File: config.mk
export PLATFORM = sky130hd
export DESIGN_NAME = serial_result_tx
export DESIGN_NICKNAME = d
export VERILOG_FILES = /design/src/rtl/nn_serial_pkg.sv /design/src/rtl/serial_half_period_timer.sv /design/src/rtl/serial_result_tx.sv
export SDC_FILE = /design/constraint.sdc
export NUM_CORES = 1
export LEC_CHECK = 0
export CAP_MARGIN = 10
export CORE_MARGIN = 2
export CORE_UTILIZATION = 54
export DETAILED_ROUTE_END_ITERATION = 16
export GPL_TIMING_DRIVEN = 0
export PLACE_DENSITY = 0.91
export SKIP_CTS_REPAIR_TIMING = 1
export SYNTH_ARGS = -nofsm -noshare
export SYNTH_HDL_FRONTEND = slang
export SYNTH_SLANG_ARGS = --single-unit
File: constraint.sdc
create_clock -name clk -period 2.7 [get_ports clk]
set_input_delay 0.405 -clock clk [delete_from_list [all_inputs] [get_ports clk]]
set_output_delay 0.405 -clock clk [all_outputs]
set_load 0.01 [all_outputs]
File: src/rtl/nn_serial_pkg.sv
// Shared definitions for the FPGA-to-Arduino result link: frame header,
// transmitter state encoding and frame-length helper.
package nn_serial_pkg;

  localparam logic [7:0] FRAME_HEADER = 8'hA5;

  typedef enum logic [1:0] {
    IDLE,
    LOW,
    HIGH,
    TRAIL
  } tx_state_t;

  // Header byte + index byte + checksum byte + all output words.
  function automatic int frame_bits(input int num_outputs, input int data_width);
    return 24 + num_outputs * data_width;
  endfunction

endpackage

File: src/rtl/serial_half_period_timer.sv
// Counts clk cycles 0..clkDiv-1 for one serialClock half-period; terminal
// is high on the last cycle of the period, clear restarts the count.
module serial_half_period_timer #(
  parameter int clkDiv = 25
) (
  input  logic clk,
  input  logic resetn,
  input  logic clear,
  output logic terminal
);

  localparam int CW = (clkDiv > 1) ? $clog2(clkDiv) : 1;
  localparam logic [CW-1:0] LAST = CW'(clkDiv - 1);

  logic [CW-1:0] count_reg;
  logic [CW-1:0] count_next;

  assign terminal = (count_reg == LAST);

  always_comb begin
    count_next = count_reg + CW'(1);
    if (clear || terminal) begin
      count_next = '0;
    end
  end

  always_ff @(posedge clk or negedge resetn) begin
    if (!resetn) begin
      count_reg <= '0;
    end else begin
      count_reg <= count_next;
    end
  end

endmodule

File: src/rtl/serial_result_tx.sv
// Sends one classification result (header, index, output words, XOR checksum)
// MSB-first over a clocked two-wire link with an active-low frame strobe.
module serial_result_tx
  import nn_serial_pkg::*;
#(
  parameter int dataWidth  = 16,
  parameter int numOutputs = 10,
  parameter int indexWidth = 4,
  parameter int clkDiv     = 25
) (
  input  logic                            clk,
  input  logic                            resetn,
  input  logic                            start,
  input  logic [indexWidth-1:0]           maxIndex,
  input  logic [numOutputs*dataWidth-1:0] NNout,
  output logic                            busy,
  output logic                            done,
  output logic                            serialClock,
  output logic                            serialData,
  output logic                            frameN
);

  localparam int FRAME_BITS = frame_bits(numOutputs, dataWidth);
  localparam int BODY_BITS  = FRAME_BITS - 8;
  localparam int BODY_BYTES = BODY_BITS / 8;
  localparam int BCW        = $clog2(FRAME_BITS);

  // Everything except the checksum, in transmission order from the MSB down.
  logic [BODY_BITS-1:0]  body;
  logic [7:0]            checksum;
  logic [FRAME_BITS-1:0] frame;

  assign body[BODY_BITS-1 -: 8] = FRAME_HEADER;
  assign body[BODY_BITS-9 -: 8] = 8'(maxIndex);

  generate
    for (genvar gi = 0; gi < numOutputs; gi++) begin : g_words
      assign body[(numOutputs-1-gi)*dataWidth +: dataWidth] = NNout[gi*dataWidth +: dataWidth];
    end
  endgenerate

  always_comb begin
    checksum = '0;
    for (int i = 0; i < BODY_BYTES; i++) begin
      checksum = checksum ^ body[i*8 +: 8];
    end
  end

  assign frame = {body, checksum};

  tx_state_t             state_reg, state_next;
  logic [FRAME_BITS-1:0] shift_reg, shift_next;
  logic [BCW-1:0]        bit_cnt_reg, bit_cnt_next;
  logic                  busy_reg, busy_next;
  logic                  done_reg, done_next;
  logic                  sclk_reg, sclk_next;
  logic                  sdata_reg, sdata_next;
  logic                  frame_n_reg, frame_n_next;
  logic                  timer_clear;
  logic                  tick;

  serial_half_period_timer #(
    .clkDiv(clkDiv)
  ) u_timer (
    .clk     (clk),
    .resetn  (resetn),
    .clear   (timer_clear),
    .terminal(tick)
  );

  always_comb begin
    state_next   = state_reg;
    shift_next   = shift_reg;
    bit_cnt_next = bit_cnt_reg;
    busy_next    = busy_reg;
    done_next    = 1'b0;
    sclk_next    = sclk_reg;
    sdata_next   = sdata_reg;
    frame_n_next = frame_n_reg;

    case (state_reg)
      IDLE: begin
        if (start) begin
          state_next   = LOW;
          shift_next   = frame;
          bit_cnt_next = '0;
          busy_next    = 1'b1;
          sclk_next    = 1'b0;
          sdata_next   = frame[FRAME_BITS-1];
          frame_n_next = 1'b0;
        end
      end
      LOW: begin
        if (tick) begin
          state_next = HIGH;
          sclk_next  = 1'b1;
        end
      end
      HIGH: begin
        if (tick) begin
          sclk_next = 1'b0;
          if (bit_cnt_reg == BCW'(FRAME_BITS - 1)) begin
            state_next = TRAIL;
          end else begin
            // Next bit goes out on the same edge that drops serialClock.
            state_next   = LOW;
            shift_next   = shift_reg << 1;
            bit_cnt_next = bit_cnt_reg + BCW'(1);
            sdata_next   = shift_reg[FRAME_BITS-2];
          end
        end
      end
      TRAIL: begin
        if (tick) begin
          state_next   = IDLE;
          busy_next    = 1'b0;
          done_next    = 1'b1;
          sdata_next   = 1'b0;
          frame_n_next = 1'b1;
        end
      end
      default: begin
        state_next = IDLE;
      end
    endcase

    timer_clear = (state_reg == IDLE) || (state_next != state_reg);
  end

  always_ff @(posedge clk or negedge resetn) begin
    if (!resetn) begin
      state_reg   <= IDLE;
      shift_reg   <= '0;
      bit_cnt_reg <= '0;
      busy_reg    <= 1'b0;
      done_reg    <= 1'b0;
      sclk_reg    <= 1'b0;
      sdata_reg   <= 1'b0;
      frame_n_reg <= 1'b1;
    end else begin
      state_reg   <= state_next;
      shift_reg   <= shift_next;
      bit_cnt_reg <= bit_cnt_next;
      busy_reg    <= busy_next;
      done_reg    <= done_next;
      sclk_reg    <= sclk_next;
      sdata_reg   <= sdata_next;
      frame_n_reg <= frame_n_next;
    end
  end

  assign busy        = busy_reg;
  assign done        = done_reg;
  assign serialClock = sclk_reg;
  assign serialData  = sdata_reg;
  assign frameN      = frame_n_reg;

endmodule
# Word level (Yosys, flattened, before mapping)

Cells that the tools add are included.

Bits of input ports: 167
RAM bits: 0
Word-level logic and storage cells: 81
Memories kept: 0
Register bits: 203
ROM bits: 0
Bits in latches: 0

Mux-type cells: 27
Shift operators: 0
Bitwise logic cells: 21
Reductions and logical operators: 11
Magnitude comparators: 0
Eq/ne operators: 11
Multiply operators: 0
Div/mod/pow operators: 0
$add $sub $neg: 2

Operators with widths:

| operator                                                        | number |
|---|---|
| 183-bit two-way mux                                             | 3 |
| 183-bit one-hot mux with 2 select lines                         | 1 |
| 8-bit bitwise XOR                                               | 19 |
| 8-bit two-way mux                                               | 3 |
| 8-bit one-hot mux with 2 select lines                           | 1 |
| 2-bit two-way mux                                               | 5 |
| 8-bit by 1-bit adder with 8-bit output, second input constant   | 1 |
| 8-bit == test, second input constant                            | 1 |
| 1-bit two-way mux                                               | 8 |
| 2-bit one-hot mux with 4 select lines                           | 1 |
| 4-bit AND reduction                                             | 2 |
| 8-bit by 4-bit bitwise XOR with 8-bit output                    | 1 |
| 2-bit by 1-bit != test with 1-bit output, second input constant | 3 |
| 1-bit one-hot mux with 3 select lines                           | 2 |
| 3-bit nonzero test                                              | 2 |
| 5-bit by 1-bit adder with 5-bit output, second input constant   | 1 |
| 5-bit == test, second input constant                            | 1 |
| 5-bit two-way mux                                               | 1 |
| 5-bit AND reduction                                             | 1 |
| 2-bit == test, second input constant                            | 2 |
| 2-bit != test, second input constant                            | 2 |
| 4-bit NOT                                                       | 1 |
| 1-bit one-hot mux with 2 select lines                           | 2 |
| 2-bit nonzero test                                              | 2 |
| other kinds (5)                                                 | 6 |

# Logic depth before layout (Yosys ltp)

Word-level depth: 23
Mapped depth: 10
Gate-level depth less buffers: 8

# Cells and area by module

Synthesis repeated with hierarchy kept, for this count alone.

Cell total of the unflattened synthesis: 1226
Area total of the unflattened synthesis: 10597.7 um2

Modules (own cells, without submodules):

| module                   | cells an instance | sequential area each (um2) | area an instance (um2) | times used |
|---|---|---|---|---|
| serial_result_tx         | 1203              | 4956.0                     | 10302.4                | 1 |
| serial_half_period_timer | 23                | 125.1                      | 295.3                  | 1 |

# Worst setup path before layout

OpenSTA, ideal clock, no wires.

Path kind: reg-to-reg
From: register bit_cnt_reg[0]
To: register bit_cnt_reg[7]
Cell stages (with the launch flop): 8
Path slack: 687 ps
Arrival time: 1885 ps
Library setup time: 128 ps
Data required time: 2572 ps
Cell sequence: dfrtp_1 ha_1 and4_1 a311o_1 a21oi_2 and4_1 nand3_1 mux2_1

Longest elaborated chain between the ends: 4
Elaborated cells between the ends (all ways): 7
Those cells by class: add/sub (1); eq/ne (2); mux (3); reduce/logical (1)

RTL lines:

| what                                   | line                    | source |
|---|---|---|
| start, declared                        | serial_result_tx.sv:53  | `logic [BCW-1:0] bit_cnt_reg, bit_cnt_next;` |
| start signal, assigned                 | serial_result_tx.sv:143 | `bit_cnt_reg <= bit_cnt_next;` |
| 8-bit by 1-bit adder with 8-bit output | serial_result_tx.sv:108 | `bit_cnt_next = bit_cnt_reg + BCW'(1);` |
| 8-bit two-way mux                      | serial_result_tx.sv:102 | `if (bit_cnt_reg == BCW'(FRAME_BITS - 1)) begin` |
| 8-bit two-way mux                      | serial_result_tx.sv:100 | `if (tick) begin` |
| 8-bit one-hot mux with 2 select lines  | serial_result_tx.sv:81  | `case (state_reg)` |

Several ways; a longest one is shown, not always the timed one. The select of a mux whose other input is x is not followed.
A chain may end at the register's enable or synchronous reset.

# Worst setup path after layout

From: register bit_cnt_reg[0]
To: register shift_reg[90]

Longest elaborated chain between the ends: 3

RTL lines:

| what                                 | line                    | source |
|---|---|---|
| 8-bit == test                        | serial_result_tx.sv:102 |  |
| 2-bit != test (no source line)       | n/a                     |  |
| 4-bit AND reduction (no source line) | n/a                     |  |
| end signal, assigned                 | serial_result_tx.sv:142 | `shift_reg <= shift_next;` |
| end, declared                        | serial_result_tx.sv:52  | `logic [FRAME_BITS-1:0] shift_reg, shift_next;` |

No other way between the ends.

==> impl_metrics.env <==
export IMPL_dominantRegCellSynth="dfrtp_1"
export IMPL_max_freq_mhz=406
export IMPL_seqPwrFrac_pct=42.1
export IMPL_setup_viol=0
export IMPL_path_class="flop to flop"
export IMPL_wl_per_cell_um=18.4
export IMPL_dr_first_iter_drc_count=1064
export IMPL_crit_path_start_kind="flop"
export IMPL_clk_latency_ps=510
export IMPL_crit_arrival_ps=2840
export IMPL_fin_nets=1564
export IMPL_syn_cell_area_um2=10400
export IMPL_port_buffers=171
export IMPL_synth_seq_cells=203
export IMPL_die_h_um=143
export IMPL_drc_errors=0
export IMPL_routed_via_count=9673
export IMPL_relSlewSlack_pct=39.9
export IMPL_viasPerCell=5.88
export IMPL_yosys_warnings=0
export IMPL_clockBufferDepth=3
export IMPL_switching_share_pct=23.8
export IMPL_die_w_um=143
export IMPL_place_inst=1603
export IMPL_seqCellArea_um2=5080
export IMPL_clockRootBuffer="clkbuf_16"
export IMPL_grt_max_degree=120
export IMPL_hp_class="input pin to async pin"
export IMPL_placed_cell_area_um2=12400
export IMPL_syn_to_final_growth_pct=26.8
export IMPL_num_io_pins=172
export IMPL_p_sw_mw=1.72
export IMPL_required_ps=3070
export IMPL_synth_edf_count=0
export IMPL_core_um2=18800
export IMPL_clock_skew_ps=11.4
export IMPL_most_common_layout_cells="nand2_1, dfrtp_1, nor2_1"
export IMPL_cts_clk_slew_worst_paths_ps=60
export IMPL_fillers=1345
export IMPL_cts_tree="done"
export IMPL_antenna_found_initial=2
export IMPL_end_kind="flop"
export IMPL_status="finished with violations"
export IMPL_setup_ws_ps=236
export IMPL_finalHoldViolCount=19
export IMPL_avgSynthCellArea_um2=8.66
export IMPL_drive_gt1_share_pct=5.54
export IMPL_slew_violations=0
export IMPL_synthArstFlopShare_pct=100
export IMPL_drt_wl_total_um=30200
export IMPL_grt_usage_pct=29.6
export IMPL_rsz0062_at_grt="no"
export IMPL_layout_commonest_cell="nand2_1"
export IMPL_syn_nets=1367
export IMPL_place_gp_congestion=0.919
export IMPL_p_leak_nw=5.35
export IMPL_first_pass_iters=8
export IMPL_hpwl_um=21500
export IMPL_grt_pass1_vias=9547
export IMPL_design_die_area_um2=20300
export IMPL_rows=50
export IMPL_synth_area_leaders="dfrtp_1, nand2_1, xnor2_1"
export IMPL_ant_nets=0
export IMPL_comb_power_share_pct=15.3
export IMPL_synth_area_leader_cell="dfrtp_1"
export IMPL_ir_worst_vdd_mv=0.422
export IMPL_critPathMaxFanout=10
export IMPL_p_per_area_nw_per_um2=552
export IMPL_largest_reg_flops=183
export IMPL_synth_top_area_share_pct=48.8
export IMPL_tightest_slew_ps=902
export IMPL_ys_types=31
export IMPL_maxCapViolCount=0
export IMPL_p_clk_share_pct=42.6
export IMPL_h_tree_depth=1
export IMPL_violations="negative hold slack"
export IMPL_period_share_pct=91.3
export IMPL_overflow=0
export IMPL_start_util_pct=55.2
export IMPL_fin_crit_ps=2460
export IMPL_final_core_util_pct=70.0
export IMPL_whs_ps=-43.1
export IMPL_synth_seq_area_share_pct=49.0
export IMPL_multi_input_area_um2=4900
export IMPL_grt_pass1_wl_um=47500
export IMPL_p_int_mw=5.53
export IMPL_dp_slack_ps=235
export IMPL_clkSinkCount=203
export IMPL_cts_buffers=22
export IMPL_synthesis_instances=1197
export IMPL_final_instance_count_excl_fill=1644
export IMPL_final_area_um2=13100
[stage by stage]
stage          hold slack, ps  TNS [ps]  power (mW)
2_1_floorplan             109         0        3.67
3_5_place_dp              479         0        4.19
5_1_grt                  45.6         0        7.46
4_1_cts                  15.8         0        7.26
3_3_place_gp              465  -1445060        4.18
6_report                -43.1         0        7.25
[kinds of logic (layout without fill, tap and decap cells)]
kind of cell,count (synthesis),in the layout,synth area share [%]
other cells,0,2,0
mux,2,2,0.217
xor+xnor,157,157,14.2
compound gates,203,203,12.5
buf+inv,87,298,3.68
fa+ha+maj,3,3,0.362
simple gates,542,542,20.0
flops,203,203,49.0
[worst max-delay path: stages, from the launching register on]
cell and delay [ps]:
dfrtp_1 400, ha_1 230, and4_1 210, a311o_1 350, a21oi_2 180, buf_4 220, buf_2 300, buf_2 300
a31oi_1 140
[synthesized netlist by cell type (2+ instances only)]
library cell / count
nor2_1: 180
xnor2_1: 127
a22o_1: 10
and3_1: 2
o22a_1: 3
nand2_1: 347
nand3_1: 6
ha_1: 3
inv_1: 8
dfrtp_1: 202
a21oi_1: 2
buf_4: 2
and4_1: 2
a31oi_1: 165
o22ai_1: 7
o21ai_0: 13
xor2_1: 23
xnor3_1: 7
buf_2: 38
clkbuf_1: 39
[power by group through the flow]
stage	Clock [mW]	Combinational (mW)	Sequential, mW
floorplan	0	0.562	3.11
global placement	0	1.07	3.11
detailed placement	0	1.08	3.11
CTS	3.11	1.10	3.05
global route	3.24	1.17	3.05
finish	3.09	1.11	3.05
[routing by layer]
metal | vias up | share of wire (%) | global-route usage (%)
li1 | 4366 | - | -
met5 | - | 0 | 0
met4 | 0 | 3.4 | 11.2
met2 | 566 | 47 | 48.6
met3 | 76 | 11 | 6.26
met1 | 4665 | 38 | 38.9
[layout make-up]
class                           count  area share [%]
Inverter                            8           0.228
Sequential cell                   203            38.7
Clock inverter                      5           0.619
Antenna cell                        2          0.0381
Clock buffer                       33            4.97
Timing Repair Buffer              173            13.3
Multi-Input combinational cell    907            37.3
Tap cell                          234            2.23
Buffer                             79            2.68
[worst paths after layout]
kind	from	depth (start not counted)	end	slack (ps)
max in group asynchronous	resetn	2	shift_reg[14]	1800
min in group clk	frameN	2	frameN	490
max reg2reg	bit_cnt_reg[0]	8	shift_reg[90]	240
max	bit_cnt_reg[0]	8	shift_reg[90]	240
min	resetn	1	shift_reg[58]	-40
min reg2reg	frameN	2	frameN	490
Note: power is estimated with default switching activity, not from simulation.
